[config.mk]
export PLATFORM = sky130hd
export DESIGN_NAME = lsu_flat
export DESIGN_NICKNAME = d
export VERILOG_FILES = /design/src/rtl/lsu_pkg.sv /design/src/rtl/lsu_if.sv /design/src/rtl/lsu_align.sv /design/src/rtl/lsu.sv /design/src/flat_wrapper.sv
export SDC_FILE = /design/constraint.sdc
export NUM_CORES = 1
export LEC_CHECK = 0
export ABC_AREA = 0
export BUFFER_PORTS_ARGS = -buffer_cell sky130_fd_sc_hd__buf_4
export CAP_MARGIN = 20
export CORE_MARGIN = 2
export CORE_UTILIZATION = 45
export CTS_BUF_LIST = sky130_fd_sc_hd__clkbuf_8 sky130_fd_sc_hd__clkbuf_16
export DETAILED_ROUTE_END_ITERATION = 6
export PLACE_DENSITY = 0.75
export SETUP_SLACK_MARGIN = 0.5
export SKIP_LAST_GASP = 1
export SLEW_MARGIN = 15
export SYNTH_ARGS = -nofsm -noshare
export SYNTH_HDL_FRONTEND = slang
export SYNTH_HIERARCHICAL = 1
export SYNTH_SLANG_ARGS = --single-unit
export TNS_END_PERCENT = 50
[constraint.sdc]
create_clock -name clk -period 4.3 [get_ports clk]
set_clock_uncertainty 0.05 [all_clocks]
set_input_delay 0.43 -clock clk [delete_from_list [all_inputs] [get_ports clk]]
set_output_delay 0.43 -clock clk [all_outputs]
set_load 0.02 [all_outputs]
[src/rtl/lsu_pkg.sv]
// Shared definitions for the load/store unit: access-type encodings,
// byte-strobe constants and the control FSM state type.
package lsu_pkg;

   localparam logic [2:0] F3_LB  = 3'b000;
   localparam logic [2:0] F3_LH  = 3'b001;
   localparam logic [2:0] F3_LW  = 3'b010;
   localparam logic [2:0] F3_LBU = 3'b100;
   localparam logic [2:0] F3_LHU = 3'b101;
   localparam logic [2:0] F3_SB  = 3'b000;
   localparam logic [2:0] F3_SH  = 3'b001;
   localparam logic [2:0] F3_SW  = 3'b010;

   localparam logic [3:0] STRB_NONE = 4'b0000;
   localparam logic [3:0] STRB_B    = 4'b0001;
   localparam logic [3:0] STRB_H    = 4'b0011;
   localparam logic [3:0] STRB_W    = 4'b1111;

   typedef enum logic [2:0] {
      ST_IDLE,
      ST_REQ,
      ST_WAIT,
      ST_DONE,
      ST_DRAIN
   } lsu_state_e;

endpackage

[src/rtl/lsu_if.sv]
// Valid/ready data-memory port: request channel out of the LSU, response
// channel back in. The LSU is the master side.
interface lsu_if #(
   parameter int ADDR_W = 32,
   parameter int DATA_W = 32
);
   logic                  mem_req_valid;
   logic                  mem_req_ready;
   logic [ADDR_W-1:0]     mem_req_addr;
   logic                  mem_req_we;
   logic [DATA_W-1:0]     mem_req_wdata;
   logic [DATA_W/8-1:0]   mem_req_wstrb;
   logic                  mem_rsp_valid;
   logic [DATA_W-1:0]     mem_rsp_rdata;

   modport master (
      output mem_req_valid, mem_req_addr, mem_req_we, mem_req_wdata, mem_req_wstrb,
      input  mem_req_ready, mem_rsp_valid, mem_rsp_rdata
   );

   modport slave (
      input  mem_req_valid, mem_req_addr, mem_req_we, mem_req_wdata, mem_req_wstrb,
      output mem_req_ready, mem_rsp_valid, mem_rsp_rdata
   );
endinterface

[src/rtl/lsu_align.sv]
// Combinational lane logic: store replication/strobes and access legality on
// the request side, byte/half select with sign/zero extension on the response side.
module lsu_align
   import lsu_pkg::*;
(
   input  logic        we,
   input  logic [2:0]  funct3,
   input  logic [1:0]  off,
   input  logic [31:0] wdata,
   input  logic [2:0]  rsp_funct3,
   input  logic [1:0]  rsp_off,
   input  logic [31:0] rdata,
   output logic [31:0] store_data,
   output logic [3:0]  store_strb,
   output logic        err,
   output logic [31:0] load_data
);

   logic [31:0] shifted;
   logic [7:0]  byte_sel;
   logic [15:0] half_sel;

   always_comb begin
      // NOTE: every output gets a default first, so no branch can leave one unassigned and infer a latch.
      store_data = wdata;
      store_strb = STRB_NONE;
      err        = 1'b0;
      if (we) begin
         case (funct3)
            F3_SB: begin
               store_data = {4{wdata[7:0]}};
               store_strb = STRB_B << off;
            end
            F3_SH: begin
               store_data = {2{wdata[15:0]}};
               store_strb = STRB_H << off;
               err        = off[0];
            end
            F3_SW: begin
               store_strb = STRB_W;
               err        = |off;
            end
            default: err = 1'b1;
         endcase
      end else begin
         case (funct3)
            F3_LB, F3_LBU: err = 1'b0;
            F3_LH, F3_LHU: err = off[0];
            F3_LW:         err = |off;
            default:       err = 1'b1;
         endcase
      end
   end

   always_comb begin
      shifted   = rdata >> {rsp_off, 3'b000};
      byte_sel  = shifted[7:0];
      half_sel  = rsp_off[1] ? rdata[31:16] : rdata[15:0];
      load_data = '0;
      case (rsp_funct3)
         F3_LB:   load_data = {{24{byte_sel[7]}}, byte_sel};
         F3_LBU:  load_data = {24'b0, byte_sel};
         F3_LH:   load_data = {{16{half_sel[15]}}, half_sel};
         F3_LHU:  load_data = {16'b0, half_sel};
         F3_LW:   load_data = rdata;
         default: load_data = '0;
      endcase
   end

endmodule

[src/rtl/lsu.sv]
// Load/store unit: accepts one memory op from execute, runs it over the
// valid/ready memory port and returns a one-cycle done pulse to writeback.
module lsu
   import lsu_pkg::*;
#(
   parameter int ADDR_W = 32,
   parameter int DATA_W = 32
) (
   input  logic              clk,
   input  logic              rst_n,
   input  logic              lsu_valid,
   output logic              lsu_ready,
   input  logic              lsu_we,
   input  logic [2:0]        lsu_funct3,
   input  logic [ADDR_W-1:0] lsu_addr,
   input  logic [DATA_W-1:0] lsu_wdata,
   input  logic              flush,
   lsu_if.master             mem,
   output logic              done_valid,
   output logic [DATA_W-1:0] done_data,
   output logic              done_err
);

   lsu_state_e        state_q, state_d;
   logic [ADDR_W-1:0] req_addr_q;
   logic              req_we_q;
   logic [31:0]       req_wdata_q;
   logic [3:0]        req_strb_q;
   logic [2:0]        op_funct3_q;
   logic [1:0]        op_off_q;
   logic [31:0]       done_data_q;
   logic              done_err_q;

   logic [31:0] store_data, load_data;
   logic [3:0]  store_strb;
   logic        align_err;
   logic        accept, rsp_take;

   lsu_align u_align (
      .we         (lsu_we),
      .funct3     (lsu_funct3),
      .off        (lsu_addr[1:0]),
      .wdata      (lsu_wdata),
      .rsp_funct3 (op_funct3_q),
      .rsp_off    (op_off_q),
      .rdata      (mem.mem_rsp_rdata),
      .store_data (store_data),
      .store_strb (store_strb),
      .err        (align_err),
      .load_data  (load_data)
   );

   assign accept   = (state_q == ST_IDLE) && lsu_valid && !flush;
   assign rsp_take = (state_q == ST_WAIT) && mem.mem_rsp_valid && !flush;

   always_comb begin
      state_d = state_q;
      case (state_q)
         ST_IDLE:  if (accept) state_d = align_err ? ST_DONE : ST_REQ;
         // A flush on the handshake cycle still leaves a response owed by memory.
         ST_REQ:   if (flush) state_d = mem.mem_req_ready ? ST_DRAIN : ST_IDLE;
                   else if (mem.mem_req_ready) state_d = ST_WAIT;
         ST_WAIT:  if (flush) state_d = mem.mem_rsp_valid ? ST_IDLE : ST_DRAIN;
                   else if (mem.mem_rsp_valid) state_d = ST_DONE;
         ST_DONE:  state_d = ST_IDLE;
         ST_DRAIN: if (mem.mem_rsp_valid) state_d = ST_IDLE;
         default:  state_d = ST_IDLE;
      endcase
   end

   always_ff @(posedge clk or negedge rst_n) begin
      // NOTE: sequential state uses non-blocking assignments so every flop samples pre-edge values.
      if (!rst_n) state_q <= ST_IDLE;
      else        state_q <= state_d;
   end

   always_ff @(posedge clk or negedge rst_n) begin
      if (!rst_n) begin
         req_addr_q  <= '0;
         req_we_q    <= 1'b0;
         req_wdata_q <= '0;
         req_strb_q  <= STRB_NONE;
         op_funct3_q <= '0;
         op_off_q    <= '0;
         done_data_q <= '0;
         done_err_q  <= 1'b0;
      end else begin
         if (accept) begin
            req_addr_q  <= {lsu_addr[ADDR_W-1:2], 2'b00};
            req_we_q    <= lsu_we;
            req_wdata_q <= store_data;
            req_strb_q  <= lsu_we ? store_strb : STRB_NONE;
            op_funct3_q <= lsu_funct3;
            op_off_q    <= lsu_addr[1:0];
            done_data_q <= '0;
            done_err_q  <= align_err;
         end
         if (rsp_take) done_data_q <= req_we_q ? '0 : load_data;
      end
   end

   assign lsu_ready         = (state_q == ST_IDLE);
   assign mem.mem_req_valid = (state_q == ST_REQ);
   assign mem.mem_req_addr  = req_addr_q;
   assign mem.mem_req_we    = req_we_q;
   assign mem.mem_req_wdata = req_wdata_q;
   assign mem.mem_req_wstrb = req_strb_q;
   assign done_valid        = (state_q == ST_DONE) && !flush;
   assign done_data         = done_data_q;
   assign done_err          = done_err_q;

endmodule

[src/flat_wrapper.sv]
// flat-port wrapper written by rule: the top's interface ports become plain ports
module lsu_flat import lsu_pkg::*;
#(
   parameter int ADDR_W = 32,
   parameter int DATA_W = 32
)
  (clk, rst_n, lsu_valid, lsu_ready, lsu_we, lsu_funct3, lsu_addr, lsu_wdata, flush, done_valid, done_data, done_err, mem_mem_req_valid, mem_mem_req_addr, mem_mem_req_we, mem_mem_req_wdata, mem_mem_req_wstrb, mem_mem_req_ready, mem_mem_rsp_valid, mem_mem_rsp_rdata);
  lsu_if #(.ADDR_W(ADDR_W), .DATA_W(DATA_W)) mem_i ();
  input  logic clk;
  input  logic rst_n;
  input  logic lsu_valid;
  output logic lsu_ready;
  input  logic lsu_we;
  input  logic [2:0] lsu_funct3;
  input  logic [ADDR_W-1:0] lsu_addr;
  input  logic [DATA_W-1:0] lsu_wdata;
  input  logic flush;
  output logic done_valid;
  output logic [DATA_W-1:0] done_data;
  output logic done_err;
  output wire logic [$bits(mem_i.mem_req_valid)-1:0] mem_mem_req_valid;
  output wire logic [$bits(mem_i.mem_req_addr)-1:0] mem_mem_req_addr;
  output wire logic [$bits(mem_i.mem_req_we)-1:0] mem_mem_req_we;
  output wire logic [$bits(mem_i.mem_req_wdata)-1:0] mem_mem_req_wdata;
  output wire logic [$bits(mem_i.mem_req_wstrb)-1:0] mem_mem_req_wstrb;
  input wire logic [$bits(mem_i.mem_req_ready)-1:0] mem_mem_req_ready;
  input wire logic [$bits(mem_i.mem_rsp_valid)-1:0] mem_mem_rsp_valid;
  input wire logic [$bits(mem_i.mem_rsp_rdata)-1:0] mem_mem_rsp_rdata;
  assign mem_mem_req_valid = mem_i.mem_req_valid;
  assign mem_mem_req_addr = mem_i.mem_req_addr;
  assign mem_mem_req_we = mem_i.mem_req_we;
  assign mem_mem_req_wdata = mem_i.mem_req_wdata;
  assign mem_mem_req_wstrb = mem_i.mem_req_wstrb;
  assign mem_i.mem_req_ready = mem_mem_req_ready;
  assign mem_i.mem_rsp_valid = mem_mem_rsp_valid;
  assign mem_i.mem_rsp_rdata = mem_mem_rsp_rdata;
  lsu #(.ADDR_W(ADDR_W), .DATA_W(DATA_W)) u_core (.clk(clk), .rst_n(rst_n), .lsu_valid(lsu_valid), .lsu_ready(lsu_ready), .lsu_we(lsu_we), .lsu_funct3(lsu_funct3), .lsu_addr(lsu_addr), .lsu_wdata(lsu_wdata), .flush(flush), .mem(mem_i), .done_valid(done_valid), .done_data(done_data), .done_err(done_err));
endmodule
==> key figures <==
Route
  – Total number of vias: about 4300
  – Routed len/inst: 18.5 µm
  – DRT Pass-1 Iters: 7
  – Routed vias/inst: 5.51
  – Total Routed Length: roughly 14000 µm
  – DR iter-0 viols: between 200 and 300
  – Remaining DRCs: 14
  – Final ANT Viol Nets: 0

Synth
  – Synthesized area: around 0.0054 mm²
  – Post-synth top area share: around half
  – Yosys cell types: between 40 and 50
  – Mapped Cells: roughly 440
  – FF+latch count, synth: roughly 110
  – Avg Inst Size Synth: around 12 µm²
  – Ys Warns: 6
  – Synth async-reset ratio: 100%
  – Ys flop type: dfrtp_1
  – Seq/Total Area, Yosys: a little over 50%
  – Post-synth EDFFs: 0
  – Ranking of synthesized cells by area: dfrtp_1 (50%), mux2_2 (20%), a22o_1 (5.2%), mux2i_1 (2.6%), o21ai_0 (2.4%)
  – Yosys top cell by area: dfrtp_1

STA
  – Worst slew pin tran: 0.948 ns
  – Setup TNS Final: 0 ns
  – Rel. slew slack: between 30% and 40%
  – Worst setup margin: between 2 and 2.5 ns
  – Fin. max-slew vios: 0
  – Highest clock rate: 445 MHz
  – Final Hold Vio Count: 0
  – Period Utilization, post-route: 52.3%
  – Unrepaired setup endpoints after global routing: no
  – Crit path time final: ~2.2 ns
  – Final setup fails: 0

Worst setup path
  – Crit path arrival time: around 2.4 ns
  – Setup crit start kind: register
  – R2r endpoint: u_core/done_data[11]
  – Worst Path Max Fanout: 20
  – Register-to-Register Path Depth: 4
  – Worst flop-to-flop path startpoint: u_core/op_off_q[1]
  – Worst setup path class: register to register
  – Element type at the critical path end: register
  – Worst R2R Setup Slack: about 2.1 ns
  – Req. time, crit path: about 4.5 ns

Final layout
  – Fin util: about 62%
  – Antenna diodes: 0
  – Final Cell Area: roughly 0.007 mm²
  – Layout area overhead: 34.2%
  – Nets: between 700 and 800
  – Layout cells sized above 1: 52.5%
  – Filler instances: 931

Clocking
  – H-tree levels: 3
  – CTS Buffer Depth: 2
  – Num CTS Buffers: 9
  – Clk_lat worst skew: approximately 0.35 ns
  – Post-CTS sizing: 0
  – CTS sink cnt: between 100 and 150
  – Root Driver: clkbuf_16
  – Cts hold-fix bufs: 0
  – CTS tree: yes
  – Setup Buffers After CTS: 0
  – Clock transition at the registers of the reported paths: roughly 0.070 ns

Pwr
  – Total Power: 4380 µW
  – Clk pwr share: 18.5%
  – Sw frac: 37.1%
  – Combinational share of power: between 40% and 50%
  – NetSw: approximately 1600 µW
  – Internal Power: about 2800 µW
  – Leak pwr: approximately 0.0034 µW
  – Peak supply drop: between 0.4 and 0.5 mV
  – Register share of total power: between 30% and 40%
  – P per Cell Area: between 600 and 700 mW/mm²

Run status
  – Failing checks: design-rule violations
  – Outcome: finished with violations

Placement
  – PortBufs: between 200 and 250
  – Routability cong.: about 0.85
  – Post-DP Area: ~0.0069 mm²
  – Post-DP HPWL: between 10000 and 15000 µm
  – Post-place setup slack: 2.07 ns

GRT
  – Largest net degree at the start of global routing: 83
  – Total gr overflow: 0
  – Initial antenna violation count: 0
  – First-pass GRT wire length: around 23000 µm
  – Vias in the first global route: 4459
  – GR Util All Layers: about 23%

Floorplanning
  – Die span in x: roughly 110 µm
  – Core area: approximately 0.012 mm²
  – Row count: 39
  – I/O pins: 211
  – Die area: 0.0128 mm²
  – Initial Util: a little under half
  – DIE HEIGHT: 113 µm

Run
  – Max-cap violations: 0

Min path
  – Hold Path Class: primary input to async pin
## synth_stat cells (2+ instances only)
master	count
inv_1	6
buf_4	16
a21oi_1	20
nor2_1	17
mux2i_1	14
nand2_1	25
a22oi_1	8
nor2b_1	10
clkbuf_1	9
o21a_1	2
nor3b_2	2
o21ai_0	26
mux2_2	94
buf_2	11
nor4_1	2
nor3_1	3
nand2b_1	5
buf_6	6
dfrtp_1	108
a22o_1	32
a221o_1	6
## critical path, cell delays in order (launching register included)
cell and delay [ns]:
dfrtp_1 0.82, mux4_2 0.58, nor3b_4 0.19, a221o_1 0.28, a22o_1 0.21
## cell usage in the layout (no fill, tap or decap), types with 2 or more instances in the layout
master / count
buf_4: 212
dfrtp_1: 108
mux2_2: 94
a22o_1: 32
o21ai_0: 26
nand2_1: 25
a21oi_1: 20
nor2_1: 17
mux2i_1: 14
nor2b_1: 10
clkbuf_16: 9
a22oi_1: 8
inv_1: 7
a221o_1: 6
nand2b_1: 5
nor3_1: 3
conb_1: 2
buf_8: 2
nor3b_2: 2
o21a_1: 2
## stage by stage
| step | std cells | hold WS [ns] |
|---|---|---|
| global route | 772 | 0.0494 |
| CTS | 769 | 0.213 |
| global placement | 756 | 0.441 |
| detailed placement | 756 | 0.446 |
| floorplan | 444 | 0.0844 |
| finish | 772 | 0.00919 |
## sequential cells by signal, indices dropped and copies added (netlist names)
name	cells
u_core/state_q	3
u_core/done_err	1
u_core/op_funct3_q	3
u_core/mem.mem_req_we	1
u_core/done_data	32
u_core/op_off_q	2
u_core/mem.mem_req_wdata	32
u_core/mem.mem_req_addr	30
u_core/mem.mem_req_wstrb	4
## kinds of logic (layout without fill, tap and decap cells)
family                 count (synthesis)  in the layout  share of synthesized area [%]
other                                  1              2                         0.0700
DFF                                  108            108                           50.4
AOI/OAI and AO/OA                    101            101                           13.2
buffers and inverters                 49            234                           5.65
muxes                                110            110                           23.2
and+or+nand+nor                       74             74                           7.49
## cell type report
class	count	area (µm²)	area share, %
Clock buffer	10	239	3.32
Clock inverter	3	41.3	0.574
Inverter	6	22.5	0.313
Multi-Input combinational cell	287	2360	32.9
Sequential cell	108	2700	37.6
Tap cell	143	179	2.49
Timing Repair Buffer	215	1640	22.8
## routing by layer
metal / global-route usage [%] / routed length [µm] / vias up
li1: - / - / 1955
met5: 0 / 0 / -
met2: 36.8 / 6850 / 196
met4: 8.54 / 280 / 0
met1: 27.6 / 5590 / 2079
met3: 7.98 / 1560 / 23
## power by group through the flow
stage,Clock (µW),Combinational [µW],Sequential [µW]
after floorplan,0,812,1960
after global placement,0,1900,1610
after detailed placement,0,1940,1630
after CTS,832,1940,1620
after global routing,874,2060,1670
final,811,1940,1620
## worst max-delay path by stage
| stage | cells after the start | start | endpoint | slack, ns |
|---|---|---|---|---|
| 3_5_place_dp | 4 | flush | u_core/mem.mem_req_addr[20] | 2.07 |
| 4_1_cts | 4 | u_core/op_off_q[1] | u_core/done_data[11] | 2.07 |
| 3_3_place_gp | 4 | flush | u_core/mem.mem_req_addr[22] | 2.10 |
| 6_report | 4 | u_core/op_off_q[1] | u_core/done_data[11] | 2.05 |
| 2_1_floorplan | 5 | lsu_funct3[1] | u_core/mem.mem_req_wdata[20] | 2.37 |
| 5_1_grt | 3 | u_core/state_q[0] | u_core/mem.mem_req_wdata[2] | 1.97 |
No activity file was read; power rests on OpenSTA's default activity.
